**src/rtl/operand_fetch.sv**
```systemverilog
// Operand fetch / issue stage: reads sources from the register file, bypasses the
// writeback port, tracks in-flight destinations in a scoreboard and stalls decode on RAW/WAW.
module operand_fetch #(
   parameter int ADDR_WIDTH     = 5,
   parameter int REG_FILE_WIDTH = 32,
   parameter int REG_FILE_NREG  = 32
) (
   input  logic                      clk,
   input  logic                      rst,
   input  logic                      dec_valid,
   output logic                      dec_ready,
   input  logic [ADDR_WIDTH-1:0]     dec_addr_a,
   input  logic [ADDR_WIDTH-1:0]     dec_addr_b,
   input  logic                      dec_use_a,
   input  logic                      dec_use_b,
   input  logic [ADDR_WIDTH-1:0]     dec_addr_d,
   input  logic                      dec_wr_en,
   output logic [ADDR_WIDTH-1:0]     rf_addr_a,
   output logic [ADDR_WIDTH-1:0]     rf_addr_b,
   input  logic [REG_FILE_WIDTH-1:0] rf_data_a,
   input  logic [REG_FILE_WIDTH-1:0] rf_data_b,
   input  logic                      wb_valid,
   input  logic [ADDR_WIDTH-1:0]     wb_addr,
   input  logic [REG_FILE_WIDTH-1:0] wb_data,
   output logic                      ex_valid,
   input  logic                      ex_ready,
   output logic [REG_FILE_WIDTH-1:0] ex_op_a,
   output logic [REG_FILE_WIDTH-1:0] ex_op_b,
   output logic [ADDR_WIDTH-1:0]     ex_addr_d,
   output logic                      ex_wr_en,
   output logic [REG_FILE_NREG-1:0]  sb_pending
);

   logic [REG_FILE_NREG-1:0] pending;
   logic [REG_FILE_NREG-1:0] pending_nxt;
   logic wb_hit_a, wb_hit_b, wb_hit_d;
   logic haz_a, haz_b, haz_d;
   logic stall, accept;

   assign rf_addr_a  = dec_addr_a;
   assign rf_addr_b  = dec_addr_b;
   assign sb_pending = pending;

   // A writeback landing this cycle resolves the hazard on that register (bypass).
   assign wb_hit_a = wb_valid && (wb_addr == dec_addr_a);
   assign wb_hit_b = wb_valid && (wb_addr == dec_addr_b);
   assign wb_hit_d = wb_valid && (wb_addr == dec_addr_d);

   assign haz_a = dec_use_a && pending[dec_addr_a] && !wb_hit_a;
   assign haz_b = dec_use_b && pending[dec_addr_b] && !wb_hit_b;
   assign haz_d = dec_wr_en && pending[dec_addr_d] && !wb_hit_d;
   assign stall = haz_a || haz_b || haz_d;

   // Handshake: a transfer happens on a posedge where valid && ready; ready never
   // depends on valid, and a producer holds its payload stable until the transfer.
   assign dec_ready = !rst && !stall && (!ex_valid || ex_ready);
   assign accept    = dec_valid && dec_ready;

   // Clear for the writeback first, then set for the new destination so set wins.
   always_comb begin
      pending_nxt = pending;
      if (wb_valid)
         pending_nxt[wb_addr] = 1'b0;
      if (accept && dec_wr_en)
         pending_nxt[dec_addr_d] = 1'b1;
   end

   always_ff @(posedge clk) begin
      if (rst)
         pending <= '0;
      else
         pending <= pending_nxt;
   end

   always_ff @(posedge clk) begin
      if (rst) begin
         ex_valid  <= 1'b0;
         ex_op_a   <= '0;
         ex_op_b   <= '0;
         ex_addr_d <= '0;
         ex_wr_en  <= 1'b0;
      end else if (accept) begin
         ex_valid  <= 1'b1;
         ex_op_a   <= wb_hit_a ? wb_data : rf_data_a;
         ex_op_b   <= wb_hit_b ? wb_data : rf_data_b;
         ex_addr_d <= dec_addr_d;
         ex_wr_en  <= dec_wr_en;
      end else if (ex_ready) begin
         ex_valid  <= 1'b0;
      end
   end

endmodule

```
**config.mk**
```make
export PLATFORM = sky130hd
export DESIGN_NAME = operand_fetch
export DESIGN_NICKNAME = d
export VERILOG_FILES = /design/src/rtl/operand_fetch.sv
export SDC_FILE = /design/constraint.sdc
export NUM_CORES = 1
export LEC_CHECK = 0
export ABC_AREA = 1
export BUFFER_PORTS_ARGS = -buffer_cell sky130_fd_sc_hd__buf_2
export CORE_MARGIN = 3
export CORE_UTILIZATION = 45
export DETAILED_ROUTE_END_ITERATION = 12
export GPL_ROUTABILITY_DRIVEN = 0
export PLACE_DENSITY = 0.75
export SLEW_MARGIN = 20
export SYNTH_ARGS = -nofsm -noshare
export SYNTH_HDL_FRONTEND = slang
export SYNTH_SLANG_ARGS = --single-unit
```
**constraint.sdc**
```tcl
create_clock -name clk -period 2.6 [get_ports clk]
set_input_delay 0.26 -clock clk [delete_from_list [all_inputs] [get_ports clk]]
set_output_delay 0.26 -clock clk [all_outputs]
set_load 0.005 [all_outputs]
```
==> metrics.md, run 1 <==
| Metric | Value |
|---|---|
| Status | complete, no violations |
| Register Area | 2060 um2 |
| Post-synthesis mux area share | 0% |
| Die width | 121 um |
| Post-route insts no fill | 1347 |
| Net count after synthesis | 1108 |
| IO Port Bufs | 237 |
| Maxcap violations | 0 |
| CP Capture Type | output port |
| ANT nets after route | 0 |
| Starting DRT DRC Count | 614 |
| Leading area contributor after synthesis | dfxtp_1 |
| Synth Area in Compound Gates | 21.2% |
| Wirelength, routed | 20700 um |
| CP peak stage delay | 0.42 ns |
| CTS Hold Bufs | 0 |
| Area of the multi-input gates | 3220 um2 |
| # IOs | 238 |
| Cells after DPL | 1329 |
| Pin count of the biggest net entering global routing | 104 |
| Global-route wire length before repair | 31700 um |
| Final Hold Violating Endpoints | 0 |
| DRT Pass-1 Iters | 6 |
| CORE AREA | 12800 um2 |
| Least-Margin Pin Slew | 1.09 ns |
| FF+latch count, synth | 103 |
| Syn Area/Cell | 6.06 um2 |
| Hold WS | 0.178 ns |
| Final setup fails | 0 |
| Setup_tns | 0 ns |
| WL per Instance | 15.3 um |
| RSZ-0062 raised after global routing | false |
| CP bufs+invs | 3 |
| YS warnings | 0 |
| Worst setup startpoint | sb_pending[1] |
| Die area | 14700 um2 |
| # H-tree levels | 3 |
| Worst path most repeated cell | nand3_1 |
| CTS sink cnt | 103 |
| Critical path cell sequence | inv_1 -> a21oi_1 -> o21ai_0 -> nand3_1 -> nand3_1 -> nand3_1 -> nand3_1 -> nand3_1 -> inv_2 -> buf_2 |
| Max rail drop VDD | 0.000371 V |
| Vias in the first global route | 6390 |
| Post-synthesis sequential area ratio | 34.6% |
| Unique masters post-synth | 21 |
| Post-DP HPWL | 14800 um |
| Critical Path Sink | dec_ready |
| Initial antenna violation count | 1 |
| CTS resizes | 0 |
| Via count | 7139 |
| DR vias/cell | 5.30 |
| Ys async rst share | 0% |
| Post-Synth Adder-Cell Area | 0% |
| Synthesis-to-layout area growth | 24.6% |
| Post-route clock period utilization | 80.0% |
| Cell Pwr Density | 486 nW/um2 |
| CTS tree | yes |
| Clk buf depth | 2 |
| # fillers | 1305 |
| Worst reg-to-reg path cell count | 11 |
| Hold Crit Class | input pin to register |
| Leak pwr | 3.69 nW |
| Postcts setup bufs | 0 |
| Slowest cell on the critical path | dfxtp_1 |
| Worst EP required | 2.34 ns |
| Clock-pin transition on the worst setup and hold timing paths | 0.07 ns |
| Worst hold path depth | 4 |
| Layout cell share with drive strength beyond 1 | 23.0% |
| Synth Area in XOR/XNOR | 0.441% |
| Slew margin rel. | 27.4% |
| Synth top area share | 34.6% |
| Most common flop cell mapped by yosys | dfxtp_1 |
| Mapped Cells | 984 |
| Critical Path Fanout Max | 4 |
| Max Slew Vio Count | 0 |
| CP arrival | 1.82 ns |
| Largest family of logic cells by synthesized area | simple AND/OR/NAND/NOR gates |
| Global route overflow | 0 |
| Worst flop-to-flop path endpoint | sb_pending[3] |
| Setup crit start kind | register |
| Post-Route Skew | 0.00794 ns |
| Post-synthesis simple-gate area fraction | 32.0% |
| Type of the worst setup path | register to output port |
| R2R Setup Slk | 0.53 ns |
| Initial core utilization | 46.7% |
| Clock Latency Late Sink | 0.35 ns |
| Top post-synthesis cells by area | dfxtp_1, nand2_1, a21oi_1 |
| Die Ht | 121 um |
| Total track usage | 26.9% |
| Layout net count | 1292 |
| Row count | 41 |
| EDFF count, synth | 0 |
| Delay-heaviest family, CP | simple AND/OR/NAND/NOR gates |
| Final worst path period need | 2.08 ns |
| Root Buffer | clkbuf_16 |
| Cell Area, Synth | 5960 um2 |
| Critical path depth in cells | 10 |
| Worst r2r src | sb_pending[24] |
| Drt drc | 0 |
| Inserted Clock Buffers | 9 |
| FMAX | 481 MHz |
==> worst reg2reg max path: stages (launching register included) <==
cell     delay, ns
dfxtp_1       0.34
or2_1         0.23
nand3_1       0.06
nand3_1       0.10
nand3_1       0.10
nand3_1       0.09
nand3_1       0.11
nand3_1       0.18
nor2_4        0.19
buf_12        0.28
nand3_1       0.14
a21oi_1       0.16
==> synthesized netlist by cell type, types with 2 or more instances <==
cell type,number
buf_4,19
clkbuf_1,38
inv_2,5
nor3_1,8
dfxtp_1,103
o21ai_1,2
nand2_1,337
xor2_1,3
o22ai_1,7
buf_2,13
buf_1,3
inv_1,81
o211ai_1,20
nor2_1,42
nand3_1,87
a21oi_1,111
o21ai_0,101
==> state kept, by name, indices dropped and copies added, names as in the netlist <==
register and cells:
ex_valid 1, ex_addr_d 5, ex_op_a 32, ex_op_b 32
sb_pending 32, ex_wr_en 1
==> report_power, final <==
part,internal (W),switching [W],total (W),leakage [nW]
registers,0.00163,0.0000285,0.00166,0.835
clock network,0.000730,0.000586,0.00132,0.143
logic,0.000241,0.000392,0.000633,2.71
total,0.00260,0.00101,0.00361,3.69
==> logic make-up after synthesis <==
| family | after synthesis |
|---|---|
| buf+inv | 161 |
| compound gates | 241 |
| simple gates | 476 |
| flops | 103 |
| xor+xnor | 3 |
==> final cells by class <==
class,count,share of cell area (%)
tap,172,2.90
sequential,103,27.8
timing repair buffer,247,17.7
inverter,87,4.40
clock inverter,2,0.185
antenna,2,0.0674
clock buffer,14,3.69
multi-input combinational,720,43.3
==> stage by stage <==
stage          total power, W  utilization, %  instance area (um2)  worst slack (ns)
3_3_place_gp          0.00232            55.9                 7140             0.387
2_1_floorplan         0.00206               -                 5960             0.750
6_report              0.00361            58.2                 7430             0.520
5_1_grt               0.00376            58.1                 7430             0.308
3_5_place_dp          0.00232            55.9                 7140             0.290
4_1_cts               0.00362            58.1                 7420             0.536
==> per-layer routing <==
layer / vias up / global-route usage (%) / share of wire, %
li1: 3538 / - / -
met1: 3147 / 33.1 / 40
met2: 406 / 43.9 / 46
met3: 48 / 7.88 / 12
met4: 0 / 11.3 / 2.7
met5: - / 0 / 0
==> how the worst min path moves through the flow <==
| stage | startpoint | endpoint |
|---|---|---|
| finish | ex_ready | ex_valid |
| global route | ex_ready | ex_valid |
| floorplan | dec_addr_d[2] | ex_addr_d[2] |
| CTS | ex_ready | ex_valid |
| global placement | ex_op_a[7] | ex_op_a[7] |
| detailed placement | ex_op_a[23] | ex_op_a[23] |
==> layout by cell type (no fill, tap or decap), drive strengths merged <==
cell type and instances:
a21oi 111, buf 247, clkbuf 14, clkinv 3, dfxtp 103, diode 2, inv 86, nand2 337
nand3 87, nor2 43, nor3 8, o211ai 20, o21ai 103, o22ai 7, or2 1, xor2 3
Power figures use the tool's default switching activity.
==> run 2: changes to the inputs <==
--- a/config.mk
+++ b/config.mk
@@ -5,13 +5,13 @@
 export SDC_FILE = /design/constraint.sdc
 export NUM_CORES = 1
 export LEC_CHECK = 0
-export ABC_AREA = 1
+export ABC_AREA = 0
 export BUFFER_PORTS_ARGS = -buffer_cell sky130_fd_sc_hd__buf_2
 export CORE_MARGIN = 3
 export CORE_UTILIZATION = 45
 export DETAILED_ROUTE_END_ITERATION = 12
 export GPL_ROUTABILITY_DRIVEN = 0
-export PLACE_DENSITY = 0.75
+export PLACE_DENSITY = 0.78
 export SLEW_MARGIN = 20
 export SYNTH_ARGS = -nofsm -noshare
 export SYNTH_HDL_FRONTEND = slang
==> constraint.sdc (replaced) <==
create_clock -name clk -period 1.9 [get_ports clk]
set_input_delay 0.19 -clock clk [delete_from_list [all_inputs] [get_ports clk]]
set_output_delay 0.19 -clock clk [all_outputs]
set_load 0.005 [all_outputs]
==> metrics.md, run 2 <==
| Metric | Value |
|---|---|
| Hold Crit Class | input pin to register |
| Die width | 121 um |
| Delay-heaviest family, CP | buffers and inverters |
| IO Port Bufs | 237 |
| Leading area contributor after synthesis | dfxtp_1 |
| Post-synth top cells | mux2i_1, dfxtp_1, nand2b_1, clkbuf_1, nor2b_1 |
| # H-tree levels | 3 |
| Area of the multi-input gates | 3990 um2 |
| Row count | 41 |
| Final worst path period need | 2.57 ns |
| Global route overflow | 0 |
| Final setup fails | 104 |
| Synthesis-to-layout area growth | 51.5% |
| Post-route clock period utilization | 135% |
| Total track usage | 27.6% |
| Setup ws final | -0.672 ns |
| Clock Power Share | 33.9% |
| Internal power | 0.00379 W |
| Post-Route Skew | 0.00729 ns |
| Synth Area in XOR/XNOR | 2.19% |
| Slew margin rel. | 27.7% |
| Post-synthesis sequential area ratio | 34.4% |
| Most common cell in the netlist | mux2i_1 |
| Status | finished with violations |
| Clock-pin transition on the worst setup and hold timing paths | 0.08 ns |
| Combinational Power Share | 22.1% |
| Cell Area, Synth | 6000 um2 |
| Cell Pwr Density | 588 nW/um2 |
| Setup_tns | -63.95 ns |
| Switching power | 0.00155 W |
| Worst path most repeated cell | buf_6 |
| Most common cell after layout, fill and taps aside | buf_2 |
| Clk buf depth | 2 |
| CTS Hold Bufs | 0 |
| CP arrival | 2.80 ns |
| Root Buffer | clkbuf_16 |
| Max rail drop VDD | 0.000495 V |
| Total power | 0.00534 W |
| Most common flop cell mapped by yosys | dfxtp_1 |
| Post-synthesis mux area share | 30.8% |
| ANT nets after route | 0 |
| DRT Pass-1 Iters | 5 |
| CP bufs+invs | 5 |
| Register Area | 2090 um2 |
| Global-route wire length before repair | 32100 um |
| Unique masters post-synth | 41 |
| # fillers | 892 |
| Slowest cell on the critical path | dfxtp_2 |
| Layout cell share with drive strength beyond 1 | 51.8% |
| Failing checks | negative setup slack |
| Post-Synth Adder-Cell Area | 0% |
| Synth Area in Compound Gates | 10.6% |
| Final Util | 70.9% |
| Via count | 6275 |
| Sequential Power Share | 44.0% |
| Wirelength, routed | 22200 um |
| Leak pwr | 4.36 nW |
| CTS sink cnt | 103 |
| Critical Path Fanout Max | 9 |
| Die Ht | 121 um |
| Mapped Cells | 599 |
| CORE AREA | 12800 um2 |
| Net count after synthesis | 723 |
| Vias in the first global route | 6185 |
| DR vias/cell | 5.78 |
| Clock Latency Late Sink | 0.35 ns |
| WL per Instance | 20.5 um |
| Die area | 14800 um2 |
| Type of the worst setup path | register to register |
| Setup crit start kind | register |
| # IOs | 238 |
| CTS tree | yes |
| Post-DP HPWL | 15500 um |
| EDFF count, synth | 0 |
| Switch share | 29.1% |
| YS warnings | 0 |
| Pin count of the biggest net entering global routing | 59 |
| FF+latch count, synth | 103 |
| Ys async rst share | 0% |
| Drt drc | 0 |
| Syn Area/Cell | 10.0 um2 |
| CP Capture Type | register |
| Layout net count | 1034 |
| CP peak stage delay | 0.33 ns |
| Top post-synthesis cells by area | dfxtp_1, mux2i_1, nand2b_1 |
| Maxcap violations | 0 |
| Largest family of logic cells by synthesized area | multiplexers |
| Critical path cell sequence | buf_6 -> buf_6 -> mux2i_4 -> o22ai_1 -> nor4_1 -> mux2i_1 -> a311oi_2 -> buf_4 -> buf_6 -> nand4_4 -> buf_12 -> o31ai_2 |
| Inserted Clock Buffers | 9 |
| Commonest cells after routing, fill and taps aside | buf_2, mux2i_1, buf_4, dfxtp_1, nand2b_1 |
| Least-Margin Pin Slew | 1.08 ns |
| Starting DRT DRC Count | 574 |
| Worst EP required | 2.13 ns |
| # diodes | 0 |
| Initial antenna violation count | 0 |
| Synth top area share | 34.4% |
| Final Hold Violating Endpoints | 0 |
| FMAX | 389 MHz |
| RSZ-0062 raised after global routing | true |
| Max Slew Vio Count | 0 |
| Initial core utilization | 46.8% |
| Post-synthesis simple-gate area fraction | 15.9% |
-- run 2: final cells by class --
type | instances | share of cell area (%)
Multi-Input combinational cell | 424 | 43.9
Timing Repair Buffer | 369 | 27.6
Sequential cell | 103 | 22.9
Clock buffer | 9 | 2.48
Tap cell | 172 | 2.37
Clock inverter | 6 | 0.606
Inverter | 3 | 0.124
-- run 2: worst paths after layout --
kind                   from            end  slack (ns)  cells after the start
max          sb_pending[31]  sb_pending[9]       -0.67                     12
min           rf_data_a[22]    ex_op_a[22]        0.12                      3
max reg2reg  sb_pending[31]  sb_pending[9]       -0.67                     12
min reg2reg     ex_op_a[24]    ex_op_a[24]        0.47                      2
-- run 2: routing by layer --
metal | track usage [%] | wire length (um) | up-vias
li1 | - | - | 2818
met2 | 46.3 | 10900 | 449
met5 | 0 | 0 | -
met1 | 33.5 | 8180 | 2932
met3 | 7.55 | 2410 | 76
met4 | 10.9 | 770 | 0
-- run 2: worst reg2reg max path, delay by kind of cell (launching register included) --
kind,cells,cell delay [ns]
compound gates,3,0.58
buf+inv,5,0.72
flops,1,0.33
mux,2,0.35
simple gates,2,0.48
-- run 2: stage by stage --
stage | hold WS [ns] | setup WS, ns | cells | instance area (um2)
after global routing | 0.115 | -0.770 | 1086 | 9090
after CTS | 0.108 | -0.598 | 1080 | 8680
final | 0.116 | -0.672 | 1086 | 9090
after floorplan | 0.334 | -0.260 | 599 | 6070
after detailed placement | 0.462 | -0.638 | 1053 | 8030
after global placement | 0.458 | -0.516 | 1053 | 8030
-- run 2: logic make-up after synthesis --
family,Yosys count
and+or+nand+nor,155
AOI/OAI and AO/OA,88
DFF,103
xor gates and xnor gates,15
muxes,166
buffers and inverters,72
-- run 2: timing repair --
item | in CTS | in global routing
pin swaps | 16 | 8
hold endpoints to repair | 0 | 0
resized for setup | 59 | 43
cloned | 1 | 6
setup buffers | 11 | 4
setup endpoints to repair | 104 | 104
-- run 2: power groups by stage --
| stage | clock network [W] | logic (W) | registers [W] |
|---|---|---|---|
| 2_1_floorplan | 0 | 0.000515 | 0.00240 |
| 3_3_place_gp | 0 | 0.000978 | 0.00239 |
| 3_5_place_dp | 0 | 0.000998 | 0.00240 |
| 4_1_cts | 0.00182 | 0.00107 | 0.00235 |
| 5_1_grt | 0.00193 | 0.00126 | 0.00237 |
| 6_report | 0.00181 | 0.00118 | 0.00235 |
==> run 3: changes to the inputs <==
--- a/config.mk
+++ b/config.mk
@@ -12,6 +12,7 @@
 export DETAILED_ROUTE_END_ITERATION = 12
 export GPL_ROUTABILITY_DRIVEN = 0
 export PLACE_DENSITY = 0.78
+export REMOVE_ABC_BUFFERS = 1
 export SLEW_MARGIN = 20
 export SYNTH_ARGS = -nofsm -noshare
 export SYNTH_HDL_FRONTEND = slang
==> metrics.md, run 3 (same netlist as run 2, synthesis figures left out) <==
| Metric | Value |
|---|---|
| Max Slew Vio Count | 0 |
| Die width | 121 um |
| Critical Path Fanout Max | 6 |
| R2R Setup Slk | -0.78 ns |
| Final Hold Violating Endpoints | 0 |
| CTS sink cnt | 103 |
| Leak pwr | 4.43 nW |
| Placed Area | 7920 um2 |
| DRT Pass-1 Iters | 5 |
| Worst r2r src | sb_pending[11] |
| Pin count of the biggest net entering global routing | 105 |
| CP Capture Type | register |
| Layout cell share with drive strength beyond 1 | 53.7% |
| Die area | 14800 um2 |
| Max rail drop VDD | 0.000413 V |
| Clk buf depth | 2 |
| Hold Crit Class | input pin to register |
| Synthesis-to-layout area growth | 56.0% |
| # H-tree levels | 3 |
| Status | finished with violations |
| Die Ht | 121 um |
| Design area | 9360 um2 |
| IO Port Bufs | 237 |
| Final setup fails | 104 |
| WL per Instance | 21.3 um |
| # IOs | 238 |
| Clock-pin transition on the worst setup and hold timing paths | 0.07 ns |
| # fillers | 885 |
| Post-route clock period utilization | 141% |
| Worst reg-to-reg path cell count | 11 |
| Setup ws final | -0.781 ns |
| Total power | 0.00547 W |
| Maxcap violations | 0 |
| Most common cell after layout, fill and taps aside | buf_2 |
| Type of the worst setup path | register to register |
| ANT nets after route | 0 |
| # diodes | 0 |
| Commonest cells after routing, fill and taps aside | buf_2, mux2i_1, buf_4, dfxtp_1, nand2b_1 |
| CTS Hold Bufs | 0 |
| Initial antenna violation count | 0 |
| Setup crit start kind | register |
| Critical Path Sink | ex_addr_d[3] |
| Post-DP HPWL | 14400 um |
| Cell Pwr Density | 585 nW/um2 |
| DR vias/cell | 5.89 |
| FMAX | 373 MHz |
| Row count | 41 |
| Total track usage | 28.1% |
| Failing checks | negative setup slack |
| Worst setup startpoint | sb_pending[11] |
| Hold WS | 0.115 ns |
| Clock Latency Late Sink | 0.35 ns |
| Global route overflow | 0 |
| Worst flop-to-flop path endpoint | ex_addr_d[3] |
| CP arrival | 2.92 ns |
| Layout net count | 1034 |
| RSZ-0062 raised after global routing | true |
| Vias in the first global route | 6064 |
| Final worst path period need | 2.68 ns |
| Slew margin rel. | 58.3% |
| Global-route wire length before repair | 32400 um |
| CORE AREA | 12800 um2 |
| Drt drc | 0 |
| Root Buffer | clkbuf_16 |
| Worst EP required | 2.13 ns |
| Starting DRT DRC Count | 436 |
| Post-Route Skew | 0.00899 ns |
| Final Util | 73.0% |
| CTS tree | yes |
| Via count | 6398 |
| Wirelength, routed | 23100 um |
| Inserted Clock Buffers | 9 |
| Least-Margin Pin Slew | 0.624 ns |
| Initial core utilization | 46.8% |
## run 3: worst min path at each step
| stage | startpoint | to | cells after the start |
|---|---|---|---|
| 2_1_floorplan | rst | ex_op_b[0] | 1 |
| 3_3_place_gp | ex_op_b[20] | ex_op_b[20] | 2 |
| 3_5_place_dp | ex_addr_d[1] | ex_addr_d[1] | 2 |
| 4_1_cts | rf_data_b[11] | ex_op_b[11] | 3 |
| 5_1_grt | rf_data_b[10] | ex_op_b[10] | 3 |
| 6_report | rf_data_b[11] | ex_op_b[11] | 3 |
## run 3: layout make-up
type	instances	area, um2	area share, %
Sequential cell	103	2120	22.6
Clock inverter	6	61.3	0.655
Tap cell	172	215	2.30
Clock buffer	9	225	2.41
Timing Repair Buffer	369	2660	28.4
Multi-Input combinational cell	424	4070	43.5
Inverter	3	11.3	0.120
## run 3: routing by layer
| metal | GRT usage, % | routed length, um | vias to the layer above |
|---|---|---|---|
| met5 | 0 | 0 | - |
| met4 | 14.0 | 1140 | 0 |
| met3 | 6.99 | 2290 | 109 |
| met2 | 46.7 | 11000 | 441 |
| met1 | 33.6 | 8610 | 3020 |
| li1 | - | - | 2828 |
## run 3: power by group
group	switching (W)	internal, W	leakage, nW
Sequential	0.0000727	0.00227	0.858
Combinational	0.000610	0.000664	3.43
Clock	0.000839	0.00101	0.141
Total	0.00152	0.00395	4.43
## run 3: per-stage QoR
step	cells	TNS, ns	setup slack (ns)
after global placement	1037	-49.25	-0.559
final	1086	-68.89	-0.781
after detailed placement	1037	-53.12	-0.654
after global routing	1086	-76.73	-0.856
after CTS	1080	-52.63	-0.691
after floorplan	530	-205.78	-2.55
## run 3: what timing repair did
item,in CTS,in global routing
buffers inserted,18,7
resized for setup,87,54
gates cloned,10,2
setup endpoints to repair,104,104
pin swaps,24,39
## run 3: critical path, stage by stage, from the launching register on
cell	delay, ns
dfxtp_2	0.35
buf_4	0.15
mux2i_1	0.15
o22ai_1	0.11
nor4_1	0.24
mux2i_1	0.20
a311oi_2	0.44
buf_4	0.20
nand3_4	0.13
buf_12	0.19
buf_16	0.14
mux2_2	0.26
